===== config.mk =====
export PLATFORM = sky130hd
export DESIGN_NAME = modn_down_counter
export DESIGN_NICKNAME = d
export VERILOG_FILES = /design/src/rtl/modn_down_counter.sv
export SDC_FILE = /design/constraint.sdc
export NUM_CORES = 1
export LEC_CHECK = 0
export BUFFER_PORTS_ARGS = -buffer_cell sky130_fd_sc_hd__clkbuf_2
export CELL_PAD_IN_SITES_DETAIL_PLACEMENT = 1
export CELL_PAD_IN_SITES_GLOBAL_PLACEMENT = 2
export CORE_AREA = 2 2 39 41
export DETAILED_ROUTE_END_ITERATION = 12
export DIE_AREA = 0 0 41 43
export PLACE_DENSITY = 0.67
export SYNTH_ARGS = -nofsm -noshare
export SYNTH_HDL_FRONTEND = slang
export SYNTH_SLANG_ARGS = --single-unit

===== constraint.sdc =====
create_clock -name CLK -period 1.4 [get_ports CLK]
set_input_delay 0.28 -clock CLK [delete_from_list [all_inputs] [get_ports CLK]]
set_output_delay 0.28 -clock CLK [all_outputs]
set_load 0.005 [all_outputs]

===== src/rtl/modn_down_counter.sv =====
// Mod-MOD down counter with load, enable and cascadable borrow; MODN_DOWN_SATURATE_EN makes it stop at 0 instead of wrapping.
// Latency: Q and TC are registered (1 cycle after the sampling edge); BO is combinational from EN and Q.
// Backpressure: none; EN and LD are sampled every CLK edge, and BO feeds EN of the next stage.
module modn_down_counter #(
    parameter int WIDTH = 3,
    parameter int MOD   = 5
) (
    input  logic             CLK,
    input  logic             RST,
    input  logic             EN,
    input  logic             LD,
    input  logic [WIDTH-1:0] D,
    output logic [WIDTH-1:0] Q,
    output logic             BO,
    output logic             TC
);

    localparam logic [WIDTH:0]   MOD_W = (WIDTH+1)'(MOD);
    localparam logic [WIDTH-1:0] TOP   = WIDTH'(MOD - 1);

    typedef enum logic [2:0] {
        ACT_HOLD,
        ACT_LOAD,
        ACT_DEC,
        ACT_WRAP,
        ACT_RECOVER
    } act_t;

    act_t             act;
    logic             q_illegal;
    logic             q_zero;
    logic [WIDTH-1:0] load_val;

    // Out-of-range states only exist when MOD < 2**WIDTH; the compare folds to 0 otherwise.
    assign q_illegal = ({1'b0, Q} >= MOD_W);
    assign q_zero    = (Q == '0);
    assign load_val  = ({1'b0, D} >= MOD_W) ? TOP : D;
    assign BO        = EN & q_zero;

    always_comb begin
        act = ACT_HOLD;
        if (q_illegal) begin
            act = ACT_RECOVER;
        end else if (LD) begin
            act = ACT_LOAD;
        end else if (EN) begin
            if (!q_zero) begin
                act = ACT_DEC;
            end else begin
`ifdef MODN_DOWN_SATURATE_EN
                act = ACT_HOLD;
`else
                act = ACT_WRAP;
`endif
            end
        end
    end

    always_ff @(posedge CLK) begin
        if (RST) begin
            Q  <= '0;
            TC <= 1'b0;
        end else begin
            case (act)
                ACT_LOAD: begin
                    Q  <= load_val;
                    TC <= 1'b0;
                end
                ACT_DEC: begin
                    Q  <= Q - 1'b1;
                    TC <= 1'b0;
                end
                ACT_WRAP: begin
                    Q  <= TOP;
                    TC <= 1'b1;
                end
                ACT_RECOVER: begin
                    Q  <= '0;
                    TC <= 1'b0;
                end
                default: begin
                    Q  <= Q;
                    TC <= 1'b0;
                end
            endcase
        end
    end

endmodule

=== After elaboration in Yosys (flattened, before gate mapping) ===
Index checks and enable logic that the tools add are counted.

* Bits in registers: 4
* Output and inout port bits: 5
* Word-level logic and storage cells: 19

* $add $sub $neg: 1
* Magnitude comparators: 2
* Equality and inequality tests: 4
* Muxes and demuxes: 7
* Bitwise operators: 1
* Reductions and logical operators: 2

{| class="wikitable"
|+ Operators by type and width
! kind !! count
|-
| $pmux W3 S4 || 1
|-
| $eq A3 B2 Y1 const B || 2
|-
| $ge A3 B3 Y1 const B || 2
|-
| $mux W3 || 2
|-
| $mux W2 || 2
|-
| $reduce_bool A4 Y1 || 1
|-
| $eq A3 B1 Y1 const B || 1
|-
| $eq A3 B3 Y1 const B || 1
|-
| $logic_not A3 Y1 || 1
|-
| $sub A3 B1 Y3 const B || 1
|-
| $mux W1 || 2
|-
| $and A1 B1 Y1 || 1
|}

=== Logic depth before layout (Yosys ltp) ===
* Depth in word-level cells: 7
* Depth in mapped cells: 5
* Gate-level depth less buffers: 5

=== Least setup slack after synthesis ===
No wires, ideal clock.

* Path type: register to register
* Start point: register Q[1]
* End point: register Q[0]
* Setup time: 0.078 ns
* Arrival time: 1.078 ns
* Slack: 0.245 ns
* Cell stages (with the launch flop): 6
* Buffers on the path: 0
* Cells stage by stage: dfxtp_1 > inv_1 > ha_1 > nor4_2 > nor2_1 > nor3_1

* Longest elaborated chain between the ends: 7
* Elaborated cells on any way between the ends: 12

{| class="wikitable"
|+ Ends and longest elaborated chain
! what !! RTL line !! source
|-
| start, declared || 13 || <nowiki>output logic [WIDTH-1:0] Q,</nowiki>
|-
| start signal, assigned || 66 || <nowiki>Q <= load_val;</nowiki>
|-
| start signal, assigned || 70 || <nowiki>Q <= Q - 1'b1;</nowiki>
|-
| $logic_not A3 Y1 || 36 || <nowiki>assign q_zero = (Q == '0);</nowiki>
|-
| $mux W1 || 47 || <nowiki>if (!q_zero) begin</nowiki>
|-
| $mux W2 || 46 || <nowiki>end else if (EN) begin</nowiki>
|-
| $mux W2 || 44 || <nowiki>end else if (LD) begin</nowiki>
|-
| $mux W3 (*) || 42 || <nowiki>if (q_illegal) begin</nowiki>
|-
| $eq A3 B3 Y1 (tied with other cells) || 64 || <nowiki>case (act)</nowiki>
|-
| $pmux W3 S4 / $reduce_bool A4 Y1 (equally long branches) || n/a ||
|}

Every way passes the cells marked *; elsewhere a longest branch is shown, timed or not.
A chain may end at the register's enable or synchronous reset.

=== Final worst setup path ===
* Start point: register Q[1]
* End point: output port BO

* Longest elaborated chain between the ends: 2

{| class="wikitable"
|+ Ends and longest elaborated chain
! what !! RTL line !! source
|-
| $logic_not A3 Y1 || 36 ||
|-
| $and A1 B1 Y1 || 38 || <nowiki>assign BO = EN & q_zero;</nowiki>
|-
| end, declared || 14 || <nowiki>output logic BO,</nowiki>
|}

No other way between the ends.

==> flow_summary.ini <==
[status]
outcome = complete, no violations

[routing]
drt-initial-drc-count = 2
drcViolationCount = 0
first_pass_iters = 2
wl_per_cell_um = 10.3
vias = 280
viasPerCell = 4.38
antenna_left = 0
routed_wl_um = 662

[placed_design]
hpwl_um = 518
gp_congestion = 0.614
dpl_cell_area_sq_um = 335
io_buffers = 11

[power]
clkPwrFrac = 0.287
leakagePower_nw = 0.184
p_int_mw = 0.324
irDropWorstVdd_v = 0.000298
p_per_area_nw_per_um2 = 1210
p_seq_frac = 0.339
combPwrFrac = 0.374
switchingPower_mw = 0.150
p_sw_frac = 0.316

[timing]
fin_crit_ns = 1.34
max_slew_margin = 0.846
rsz0062_at_grt = false
finClkSkew_ns = 0.00113
setup_violations = 0
tightest_slew_ns = 0.230
hold_viol = 0
finalCritPeriodShare = 0.960
fmax_mhz = 744
drv_slew = 0
fin_tns_setup_ns = 0

[yosys]
synth-warning-count = 0
synth_area_sq_um = 260
synthCells = 32
synth_cell_types = 16
synthesis.nets = 42
synth.area.top_cells = dfxtp_1 (31%), ha_1 (14%), a211oi_1 (8.7%)
avgSynthCellArea_sq_um = 8.13
yosysTopAreaCell = dfxtp_1
ys_ff_latch = 4
synth_top_area_share = 0.308
synth-seq-area-share = 0.308

[worst_setup_path]
crit-reg2reg-launch = Q[1]
required_ns = 1.12
critPathMaxFanout = 4
endpoint_kind = primary output
cp.arrival_ns = 1.06
reg2reg_to = Q[2]
crit_start = Q[1]
critPathKind = reg -> out
worstRegToRegCells = 6
r2r_slack_ns = 0.13
startpoint_type = flip-flop

[clocking]
cts_tree = done
htreeDepth = 1
cts_buffers = 3
clk_pin_slew_worst_paths_ns = 0.04
hold_buffers = 0
cts.sinks = 4
clk_path_buf_depth = 2
clock_latency_ns = 0.23
cts_root_buf = clkbuf_4

[final_layout]
area_growth_pct = 51.0
multi_input_comb_area_sq_um = 174
fillers = 172
layout_common_cells = clkbuf_2 (11), nor2_1 (4)
antenna_cells = 0
ff_latch_area_sq_um = 85.1
drive_above_1_share = 0.479
fin_area_sq_um = 393
layout_commonest_cell = clkbuf_2
layout.nets = 60

[grt]
grt_max_degree = 7
grt_util_all_layers = 0.0884
antenna_found_initial = 0
overflow = 0
grt_pass1_vias = 280
grt_pass1_wl_mm = 1.07

[floorplanning]
die_w_um = 41
rows = 14
initial_core_util = 0.188
dieArea_sq_um = 1760
fp.dieH_um = 43
num_io_pins = 12
design.core.area_sq_um = 1380

[hold_path]
hold_path_startpoint = RST
min_delay_worst_endpoint = TC
min_path_type = in -> reg
hold_depth = 2

[run]
maxCapViolations = 0
## what timing repair did
item | 4_1_cts | 5_1_grt
pin swaps | 0 | 0
gates cloned | 0 | 0
resized for setup | 5 | 3
endpoints found under the setup margin | 1 | 1
setup buffers | 1 | 1
## critical path, stage by stage, from the launching register on
cell	delay, ns
dfxtp_2	0.33
inv_2	0.08
ha_4	0.13
nand2b_1	0.08
nor2_1	0.09
clkbuf_2	0.12
## cell families (layout without fill, tap and decap cells)
kind of cell | after synthesis | count (layout) | synth area share
AOI/OAI and AO/OA | 8 | 8 | 0.192
adders and majority gates | 3 | 3 | 0.144
buffers and inverters | 5 | 21 | 0.0721
DFF | 4 | 4 | 0.308
and+or+nand+nor | 12 | 12 | 0.284
## flip-flops by register name, indices dropped and copies added (netlist names)
name / count
TC: 1
Q: 3
## cell usage after synthesis
library cell	count
inv_1	5
dfxtp_1	4
nor2_1	4
a211oi_1	3
a21oi_1	3
ha_1	3
and2b_1	1
nand2b_1	1
nand3_1	1
nand3b_1	1
nor2b_2	1
nor3_1	1
nor4_1	1
nor4_2	1
o21a_1	1
o21ai_1	1
## cell type report
class,count,area share
Multi-Input combinational cell,23,0.443
Inverter,5,0.0541
Clock buffer,3,0.0573
Sequential cell,4,0.217
Timing Repair Buffer,13,0.178
Tap cell,16,0.0510
## power by group through the flow
stage | Combinational [mW] | Clock (mW) | Sequential, mW
after floorplan | 0.0892 | 0 | 0.154
after global placement | 0.150 | 0 | 0.156
after detailed placement | 0.147 | 0 | 0.157
after CTS | 0.165 | 0.143 | 0.159
after global routing | 0.204 | 0.151 | 0.165
final | 0.177 | 0.136 | 0.161
## routing by layer
metal | up-vias | GRT usage | part of all wire
li1 | 142 | - | -
met1 | 130 | 0.116 | 0.46
met2 | 8 | 0.134 | 0.48
met3 | 0 | 0.0157 | 0.053
met4 | 0 | 0.0400 | 0
met5 | - | 0 | 0
## through the flow
step	setup WS, ns	instances	utilization	power [mW]	hold WS (ns)
detailed placement	0.0867	59	0.242	0.304	0.503
floorplan	0.245	32	-	0.243	0.357
CTS	0.0000562	63	0.268	0.467	0.258
finish	0.0563	64	0.284	0.474	0.263
global route	0.00218	64	0.284	0.519	0.275
global placement	0.104	59	0.242	0.306	0.514
## worst max-delay path by stage
stage          endpoint  slack [ns]  cells after the start
6_report             BO        0.06                      5
5_1_grt              BO       0.002                      5
3_5_place_dp         BO        0.09                      5
3_3_place_gp       Q[1]        0.10                      5
4_1_cts              BO     0.00006                      5
2_1_floorplan      Q[0]        0.24                      5
(Power assumes the default switching activity.)
